**config.mk**
```make
export PLATFORM = sky130hd
export DESIGN_NAME = mips_memory_data_port
export DESIGN_NICKNAME = d
export VERILOG_FILES = /design/src/rtl/mips_memory_data_port.sv
export SDC_FILE = /design/constraint.sdc
export NUM_CORES = 1
export LEC_CHECK = 0
export CAP_MARGIN = 15
export CELL_PAD_IN_SITES_DETAIL_PLACEMENT = 1
export CELL_PAD_IN_SITES_GLOBAL_PLACEMENT = 2
export CORE_MARGIN = 2
export CORE_UTILIZATION = 25
export CTS_CLUSTER_DIAMETER = 50
export DETAILED_ROUTE_END_ITERATION = 6
export PLACE_DENSITY_LB_ADDON = 0.1
export SLEW_MARGIN = 20
export SYNTH_ARGS = -nofsm -noshare
export SYNTH_HDL_FRONTEND = slang
export SYNTH_SLANG_ARGS = --single-unit
```
**constraint.sdc**
```tcl
create_clock -name clock -period 3.05 [get_ports clock]
set_input_delay 0.915 -clock clock [delete_from_list [all_inputs] [get_ports clock]]
set_output_delay 0.915 -clock clock [all_outputs]
set_load 0.05 [all_outputs]
```
**src/rtl/mips_memory_data_port.sv**
```systemverilog
// ----------------------------------------------------------------------------
// mips_memory_data_port
//
// MEM-stage data-memory access port. A request (store/load, access size,
// sign-extension flag, byte address, right-justified store data) is accepted
// in IDLE, and all of its fields are registered. Depending on the request:
//   - size None              -> immediate OK response, no memory traffic
//   - misaligned Half / Word -> immediate misaligned-fault response
//   - otherwise              -> one byte-strobed word request to memory.
//     A load then waits for read data, or times out.
// The port holds at most one transaction at a time.
//
// Parameters
//   BIG_ENDIAN : 1 = byte at address offset k lives in lane 3-k,
//                0 = byte at offset k lives in lane k
//   TIMEOUT    : number of WAIT cycles without read data before a
//                timeout fault (1..65535)
//
// Ports
//   clock, resetN                  clock, synchronous active-low reset
//   reqValid/reqReady              request handshake (ready only in IDLE)
//   writeEnable, byteEnable,
//   byteExtend, address, writeData request fields
//   memValid/memReady              memory request handshake
//   memAddr, memWrite, memStrobe,
//   memWriteData                   memory request payload (zero when idle)
//   memReadValid, memReadData      memory read-return channel
//   respValid/respReady            response handshake
//   respData, respFault            load result / fault code (0 OK,
//                                  1 misaligned, 2 timeout)
// ----------------------------------------------------------------------------
module mips_memory_data_port #(
  parameter bit          BIG_ENDIAN = 1'b0,
  parameter int unsigned TIMEOUT    = 255
) (
  input  logic        clock,
  input  logic        resetN,
  input  logic        reqValid,
  output logic        reqReady,
  input  logic        writeEnable,
  input  logic [1:0]  byteEnable,
  input  logic        byteExtend,
  input  logic [31:0] address,
  input  logic [31:0] writeData,
  output logic        memValid,
  input  logic        memReady,
  output logic [29:0] memAddr,
  output logic        memWrite,
  output logic [3:0]  memStrobe,
  output logic [31:0] memWriteData,
  input  logic        memReadValid,
  input  logic [31:0] memReadData,
  output logic        respValid,
  input  logic        respReady,
  output logic [31:0] respData,
  output logic [1:0]  respFault
);

  typedef enum logic [1:0] {ST_IDLE, ST_REQ, ST_WAIT, ST_RESP} state_e;
  typedef enum logic [1:0] {SZ_NONE, SZ_BYTE, SZ_HALF, SZ_WORD} size_e;

  localparam logic [1:0]  FAULT_OK       = 2'd0;
  localparam logic [1:0]  FAULT_MISALIGN = 2'd1;
  localparam logic [1:0]  FAULT_TIMEOUT  = 2'd2;
  // The counter holds the number of WAIT cycles already spent, so the
  // TIMEOUT-th WAIT cycle is the one that sees LAST_WAIT.
  localparam logic [15:0] LAST_WAIT      = 16'(TIMEOUT - 1);

  state_e      state_q, state_d;
  logic [15:0] count_q, count_d;
  logic [31:0] resp_data_q, resp_data_d;
  logic [1:0]  resp_fault_q, resp_fault_d;

  // Registered request fields
  logic        write_q;
  size_e       size_q;
  logic        extend_q;
  logic [31:0] addr_q;
  logic [31:0] wdata_q;

  size_e       req_size;
  logic        accept;
  logic        misaligned;

  logic [1:0]  byte_lane;
  logic        upper_half;
  logic [7:0]  load_byte;
  logic [15:0] load_half;
  logic [3:0]  strobe;
  logic [31:0] store_word;
  logic [31:0] load_word;

  assign req_size   = size_e'(byteEnable);
  assign accept     = reqValid && (state_q == ST_IDLE);
  assign misaligned = ((req_size == SZ_HALF) && address[0]) ||
                      ((req_size == SZ_WORD) && (address[1:0] != 2'b00));

  // Lane mapping: big-endian places the lowest-addressed byte in lane 3,
  // so the offset is simply inverted.
  assign byte_lane  = BIG_ENDIAN ? ~addr_q[1:0] : addr_q[1:0];
  assign upper_half = BIG_ENDIAN ? ~addr_q[1]   : addr_q[1];
  assign load_byte  = memReadData[{byte_lane, 3'b000} +: 8];
  assign load_half  = upper_half ? memReadData[31:16] : memReadData[15:0];

  // Strobes, lane-replicated store data and extended load data for the
  // registered request.
  always_comb begin
    // NOTE: every signal written here gets a default first, so no path can
    // leave it unassigned and infer a latch.
    strobe     = 4'b0000;
    store_word = wdata_q;
    load_word  = memReadData;
    case (size_q)
      SZ_BYTE: begin
        strobe     = 4'b0001 << byte_lane;
        store_word = {4{wdata_q[7:0]}};
        load_word  = {{24{extend_q & load_byte[7]}}, load_byte};
      end
      SZ_HALF: begin
        strobe     = upper_half ? 4'b1100 : 4'b0011;
        store_word = {2{wdata_q[15:0]}};
        load_word  = {{16{extend_q & load_half[15]}}, load_half};
      end
      SZ_WORD: begin
        strobe     = 4'b1111;
      end
      default: ;
    endcase
  end

  // Next-state logic
  always_comb begin
    state_d      = state_q;
    count_d      = count_q;
    resp_data_d  = resp_data_q;
    resp_fault_d = resp_fault_q;
    case (state_q)
      ST_IDLE: begin
        if (accept) begin
          count_d      = 16'd0;
          resp_data_d  = 32'd0;
          resp_fault_d = FAULT_OK;
          if (req_size == SZ_NONE) begin
            state_d = ST_RESP;
          end else if (misaligned) begin
            state_d      = ST_RESP;
            resp_fault_d = FAULT_MISALIGN;
          end else begin
            state_d = ST_REQ;
          end
        end
      end
      ST_REQ: begin
        if (memReady) begin
          state_d = write_q ? ST_RESP : ST_WAIT;
          count_d = 16'd0;
        end
      end
      ST_WAIT: begin
        // Read data takes priority over a timeout in the same cycle.
        if (memReadValid) begin
          state_d     = ST_RESP;
          resp_data_d = load_word;
        end else if (count_q == LAST_WAIT) begin
          state_d      = ST_RESP;
          resp_fault_d = FAULT_TIMEOUT;
        end else begin
          count_d = count_q + 16'd1;
        end
      end
      ST_RESP: begin
        if (respReady) begin
          state_d = ST_IDLE;
        end
      end
      default: state_d = ST_IDLE;
    endcase
  end

  always_ff @(posedge clock) begin
    // NOTE: sequential state uses non-blocking assignments so every register
    // samples its pre-edge inputs and they all update together.
    if (!resetN) begin
      state_q      <= ST_IDLE;
      count_q      <= 16'd0;
      resp_data_q  <= 32'd0;
      resp_fault_q <= FAULT_OK;
    end else begin
      state_q      <= state_d;
      count_q      <= count_d;
      resp_data_q  <= resp_data_d;
      resp_fault_q <= resp_fault_d;
    end
  end

  always_ff @(posedge clock) begin
    if (!resetN) begin
      write_q  <= 1'b0;
      size_q   <= SZ_NONE;
      extend_q <= 1'b0;
      addr_q   <= 32'd0;
      wdata_q  <= 32'd0;
    end else if (accept) begin
      write_q  <= writeEnable;
      size_q   <= req_size;
      extend_q <= byteExtend;
      addr_q   <= address;
      wdata_q  <= writeData;
    end
  end

  // Outputs: the memory payload is only driven while a request is presented,
  // and the response payload only while it is valid.
  assign reqReady     = (state_q == ST_IDLE);
  assign memValid     = (state_q == ST_REQ);
  assign memAddr      = memValid ? addr_q[31:2] : 30'd0;
  assign memWrite     = memValid & write_q;
  assign memStrobe    = memValid ? strobe : 4'b0000;
  assign memWriteData = memValid ? store_word : 32'd0;
  assign respValid    = (state_q == ST_RESP);
  assign respData     = respValid ? resp_data_q : 32'd0;
  assign respFault    = respValid ? resp_fault_q : FAULT_OK;

endmodule

```
==> results of run 1 <==
## sequential cells by signal, indices dropped and copies added (netlist names)
signal,count
addr_q,32
count_q,16
extend_q,1
resp_data_q,32
resp_fault_q,2
size_q,2
state_q,2
wdata_q,32
write_q,1
## cell usage after synthesis, drive strengths merged
cell type	count	area share, %
o2bb2ai	7	0.98
o211ai	2	0.24
nand4	6	0.60
nor2	34	2.0
a21oi	25	2.0
xnor2	1	0.14
nor3b	1	0.12
o211a	8	1.3
inv	12	0.72
nor4b	2	0.28
a21boi	77	9.2
o21a	2	0.24
nor3	3	0.24
mux2i	4	0.64
or4	5	0.66
a31oi	8	0.80
clkbuf	54	3.2
a22oi	23	2.7
and3	7	0.70
nand3	17	1.4
xor2	2	0.28
dfxtp	120	38
ha	12	2.4
o21ba	1	0.16
or3	10	1.0
or2	2	0.20
nand2	184	11
and2	77	7.7
nand4b	1	0.14
nor4	3	0.30
o21ai	49	4.0
a21o	7	0.84
nor2b	20	2.0
o311a	1	0.16
mux2	1	0.18
o31ai	4	0.48
or4b	1	0.22
buf	4	0.54
nand2b	20	2.0
a221oi	1	0.14
## area by class of cell
| cell class | instances | share of cell area, % |
|---|---|---|
| multi-input cells | 628 | 36.8 |
| clock buffers | 17 | 4.22 |
| repair buffers | 235 | 29.1 |
| inverters | 12 | 0.447 |
| clock inverters | 15 | 1.43 |
| flip-flops and latches | 120 | 23.9 |
| well taps | 330 | 4.10 |
## logic make-up (layout without fill, tap and decap cells)
group                      Yosys count  after routing  share of synthesized area, %
AOI/OAI and AO/OA                  215            215                          23.2
xor gates and xnor gates             3              3                         0.418
adders and majority gates           12             12                          2.39
buffers and inverters               70            279                          4.48
DFF                                120            120                          38.2
muxes                                5              5                         0.816
and+or+nand+nor                    393            393                          30.5
## worst paths after layout
check                          end            from  slack, ns
setup / recovery  memWriteData[15]       size_q[0]       0.07
hold / removal      resp_data_q[4]  resp_data_q[4]       0.44
setup reg to reg       count_q[14]      state_q[0]       0.65
hold reg to reg     resp_data_q[4]  resp_data_q[4]       0.44
## worst max-delay path: stages, from the launching register on
cell and delay [ns]:
dfxtp_1 0.38, inv_1 0.11, ha_2 0.37, buf_6 0.19, nand2_4 0.12, a22oi_1 0.24
nor2b_2 0.08, buf_12 0.15
## metrics by stage
step	hold WS, ns	TNS [ns]
after global placement	0.424	0
after CTS	0.446	0
after floorplan	0.417	0
final	0.441	0
after detailed placement	0.433	0
after global routing	0.457	-0.159
## layer usage
metal	track usage [%]	vias to the layer above	part of all wire (%)	wire, um
met1	21.0	2911	44	9860
met5	0	-	0	0
met4	4.10	0	0.68	153
met3	5.14	11	5.9	1330
met2	30.1	120	50	11200
li1	-	3166	-	-
## power by group through the flow
stage	combinational, mW	sequential [mW]	clock (mW)
after detailed placement	2.77	1.96	0
after CTS	2.80	1.93	2.03
after floorplan	1.74	1.90	0
after global routing	3.03	1.96	2.09
after global placement	2.76	1.95	0
final	2.74	1.93	1.96
==> impl_results.md, run 1 <==
* Num CTS Buffers at 17
* Finished Cell Area at 10100 sq um
* Clock buffer depth at 2
* DRC Markers at 0
* Final WS setup at 0.0709 ns
* Crit. End Element: output port
* Clock root buffer: clkbuf_16
* Via count at 6208
* Total wire length at 22500 um
* Worst EP required at 2.13 ns
* Distinct cell type count after synthesis at 45
* Pre-CTS setup slack at 0.236 ns
* Final hold viol count at 0
* Proportion of layout cells with a drive suffix above 1 at 19.1%
* Synthesized cell area at 6280 sq um
* Pwr/cell area at 658 nW/um^2
* Skew-Pair Late Insertion Delay at 0.41 ns
* Area of the multi-input gates at 3700 sq um
* Syn-to-layout area delta at 60.3%
* Max-slew violation count at 0
* Cell row count at 58
* Die height at 163 um
* Die Wd at 163 um
* WHS Path Cells at 2
* Hold_buf cts at 0
* Net load switching power at 2.67 mW
* PortBufs at 209
* Remaining antenna violation count at 0
* Placed Cells incl. Taps at 1325
* Leak Pwr at 3.87 nW
* First-pass GRT wire length at 35900 um
* FF/Latch Area at 2400 sq um
* Commonest non-fill, non-tap cell in the layout: nand2_1
* Setup bufs post-CTS at 0
* Syn nets at 936
* Antenna cell count at 0
* RePlAce Congestion at 0.765
* Dpl cell area at 9440 sq um
* Post-synthesis sequential area ratio at 38.2%
* GR Overflow Total at 0
* Core Area at 24900 sq um
* Max FO, Critical Path at 20
* CTS tree: built
* Pint at 3.96 mW
* HPWL after detailed placement at 16400 um
* DRT Pass-1 Iters at 4
* Switching Fraction at 40.3%
* Slew headroom at 60.7%
* Cells on worst reg2reg path at 8
* Die area at 26400 sq um
* Clock Pin Slew Worst Setup and Hold Paths at 0.06 ns
* Critical path type: flip-flop to output port
* Final Util at 40.5%
* Synth warn at 0
* Post-CTS sizing at 8
* Synth Instances at 818
* Clk_skew at 0.00835 ns
* Max-cap violations at 0
* Vias in the first global route at 6530
* Avg Vias per Cell at 4.57
* GR Util All Layers at 17.3%
* Initial Util at 25.2%
* Setup crit start kind: flip-flop
* Comb power frac at 41.4%
* IO Count at 210
* CTS Sinks at 120
* Max rail drop VDD at 0.000286 V
* Worst hold path type: flip-flop to flip-flop
* Avg Inst Size Synth at 7.68 sq um
* Seq cells post-synth at 120
* H-Tree Depth at 4
* Initial DRC Count at 181
* Final std cells w/o fill at 1357
* Most frequent cells in the layout: 182 x nand2_1, 119 x dfxtp_1, 104 x clkdlybuf4s50_1
* Post-layout min period at 2.98 ns
* Largest net degree at the start of global routing at 58
* Nets at 1132
* CP arrival at 2.06 ns
* Post-route clock period utilization at 97.7%
* Drt wl/cell at 16.6 um
* Antenna violations before repair at 0
* Outcome: finished, final reports clean
* Fillers at 2888
* Clk pwr share at 29.5%
* PnR Total Power at 6.63 mW
* Slew @ Worst Pin at 0.585 ns
* F_max at 336 MHz
* Sequential power share at 29.1%
* Final setup vio count at 0
* RSZ-0062 raised after global routing: true
(Power assumes the default switching activity.)
==> run 2, diff against run 1 <==
ABC_CLOCK_PERIOD_IN_PS = 3050   (was not set)
CORE_ASPECT_RATIO = 1.4   (was not set)
==> impl_results.md, run 2 (same netlist as run 1, synthesis figures left out) <==
* Core Area at 24700 sq um (was 24900 sq um)
* CTS Sinks at 120 (unchanged)
* GR Util All Layers at 18.1% (was 17.3%)
* Syn-to-layout area delta at 63.1% (was 60.3%)
* Num CTS Buffers at 17 (unchanged)
* Skew-Pair Late Insertion Delay at 0.42 ns (was 0.41 ns)
* Hold path endpoint: resp_data_q[28] (was resp_data_q[4])
* WL met1 at 9320 um (was 9860 um)
* Slew headroom at 62.1% (was 60.7%)
* Max rail drop VDD at 0.000453 V (was 0.000286 V)
* Met3 wire length at 1430 um (was 1330 um)
* CP max-delay cell: dfxtp_1 (unchanged)
* Min-delay src: resp_data_q[28] (was resp_data_q[4])
* Die height at 192 um (was 163 um)
* Critical path's largest stage delay at 0.38 ns (about the same)
* IO Count at 210 (unchanged)
* Pwr/cell area at 685 nW/um^2 (was 658 nW/um^2)
* Final setup vio count at 0 (unchanged)
* Final std cells w/o fill at 1344 (was 1357)
* CP top delay family: buffers and inverters (unchanged)
* Max-cap violations at 0 (unchanged)
* First-pass GRT wire length at 36500 um (was 35900 um)
* Cell row count at 68 (was 58)
* Initial Util at 25.5% (was 25.2%)
* Final WS setup at 0.0542 ns (was 0.0709 ns)
* Via count at 6305 (was 6208)
* Worst-path cell chain: inv_1, ha_2, buf_6, nand3_1, a21boi_2, buf_12 (was inv_1, ha_2, buf_6, nand2_4, a22oi_1, nor2b_2, buf_12)
* Area of the multi-input gates at 3680 sq um (was 3700 sq um)
* Leak Pwr at 3.94 nW (was 3.87 nW)
* Max-slew violation count at 0 (unchanged)
* Worst flop-to-flop path startpoint: state_q[0] (unchanged)
* PortBufs at 209 (unchanged)
* Most frequent cells in the layout: 182 x nand2_1, 120 x dfxtp_1, 104 x clkdlybuf4s50_1 (was 182 x nand2_1, 119 x dfxtp_1, 104 x clkdlybuf4s50_1)
* Crit. End Element: output port (unchanged)
* Drt wl/cell at 17.2 um (was 16.6 um)
* Die area at 26400 sq um (about the same)
* Antenna violations before repair at 3 (was 0)
* Worst EP required at 2.13 ns (about the same)
* Largest net degree at the start of global routing at 57 (was 58)
* Avg Vias per Cell at 4.69 (was 4.57)
* Setup bufs post-CTS at 0 (unchanged)
* Clk_skew at 0.00703 ns (was 0.00835 ns)
* RePlAce Congestion at 0.734 (was 0.765)
* FF/Latch Area at 2400 sq um (about the same)
* WHS Path Cells at 2 (unchanged)
* Die Wd at 138 um (was 163 um)
* Crit path buffers/inverters at 3 (unchanged)
* Pre-CTS setup slack at 0.201 ns (was 0.236 ns)
* Max layer used: met5 (was met4)
* Proportion of layout cells with a drive suffix above 1 at 18.8% (was 19.1%)
* Slew @ Worst Pin at 0.565 ns (was 0.585 ns)
* Worst R2R End: count_q[3] (was count_q[14])
* Met2 wire len at 12000 um (was 11200 um)
* Initial DRC Count at 194 (was 181)
* Post-route clock period utilization at 98.2% (was 97.7%)
* H-Tree Depth at 4 (unchanged)
* HPWL after detailed placement at 17000 um (was 16400 um)
* DRC Markers at 0 (unchanged)
* Clock Pin Slew Worst Setup and Hold Paths at 0.06 ns (about the same)
* Regs by FF count: addr_q x32, resp_data_q x32, wdata_q x32 (unchanged)
* RSZ-0062 raised after global routing: true (unchanged)
* Reg2reg setup slack at 0.72 ns (was 0.65 ns)
* PnR Total Power at 7.02 mW (was 6.63 mW)
* Cells on worst reg2reg path at 9 (was 8)
* CTS tree: built (unchanged)
* Final hold viol count at 0 (unchanged)
* Max FO, Critical Path at 32 (was 20)
* Critical path type: flip-flop to output port (unchanged)
* Remaining antenna violation count at 0 (unchanged)
* Setup crit start kind: flip-flop (unchanged)
* Commonest non-fill, non-tap cell in the layout: nand2_1 (unchanged)
* Worst hold path type: flip-flop to flip-flop (unchanged)
* CP arrival at 2.08 ns (was 2.06 ns)
* Outcome: finished, final reports clean (unchanged)
* Total wire length at 23100 um (was 22500 um)
* Clock buffer depth at 2 (unchanged)
* Placed Cells incl. Taps at 1311 (was 1325)
* GR Overflow Total at 0 (unchanged)
* DRT Pass-1 Iters at 4 (unchanged)
* F_max at 334 MHz (was 336 MHz)
* Vias in the first global route at 6663 (was 6530)
* Nets at 1133 (was 1132)
* Clock root buffer: clkbuf_16 (unchanged)
* Post-layout min period at 3.00 ns (was 2.98 ns)
* Fillers at 2888 (unchanged)
==> run 2: cell types whose count changed in the layout (fill, tap and decap cells not counted), moves of 2 or more <==
cell,delta
a22oi_2,-3
clkinv_4,-3
a22oi_1,+3
inv_6,-4
buf_12,+10
clkbuf_8,+3
buf_4,-9
bufinv_16,+4
ha_2,+2
==> run 2: layout make-up <==
type,count,area share [%]
multi-input cells,628,35.9
repair buffers,236,29.9
flip-flops and latches,120,23.4
clock buffers,20,4.55
well taps,315,3.85
clock inverters,12,1.92
inverters,12,0.440
diodes,1,0.0244
==> run 2: metal layers <==
metal,global-route usage (%),vias up
li1,-,3166
met1,20.5,2971
met2,32.0,136
met3,6.07,28
met4,5.30,4
met5,0,-
==> run 2: how the worst max path moves through the flow <==
stage               startpoint                to  slack [ns]  depth (start not counted)
finish               size_q[0]  memWriteData[17]        0.05                          6
global route         size_q[0]  memWriteData[17]       -0.08                          6
CTS                  size_q[0]  memWriteData[17]        0.06                          6
detailed placement    reqValid        count_q[7]        0.20                          8
global placement      reqValid        count_q[4]        0.24                          8
floorplan           state_q[1]      memStrobe[0]        0.13                          5
==> run 2: per-stage QoR <==
| stage | hold slack, ns | setup TNS (ns) | cell area [sq um] | util, % |
|---|---|---|---|---|
| detailed placement | 0.432 | 0 | 9560 | 38.7 |
| global route | 0.464 | -0.881 | 10200 | 41.5 |
| CTS | 0.447 | 0 | 10200 | 41.5 |
| global placement | 0.425 | 0 | 9560 | 38.7 |
| finish | 0.441 | 0 | 10200 | 41.5 |
| floorplan | 0.417 | 0 | 6330 | - |
==> run 2: worst min-delay path, stage by stage (launching register included) <==
cell and delay [ns]:
dfxtp_1 0.32, nand2_1 0.04, o21ai_0 0.05
==> run 2: where the power goes <==
part           leakage, nW  switching (mW)  internal (mW)  total [mW]
Sequential           0.977           0.144           1.77        1.92
Combinational         2.64            1.72           1.08        2.81
Clock                0.318           0.784           1.51        2.30
Total                 3.94            2.65           4.37        7.02
==> run 2: repair_timing <==
item | 4_1_cts | 5_1_grt
resized for setup | 6 | 2
setup endpoints to repair | 20 | 20
hold buffers | 0 | 0
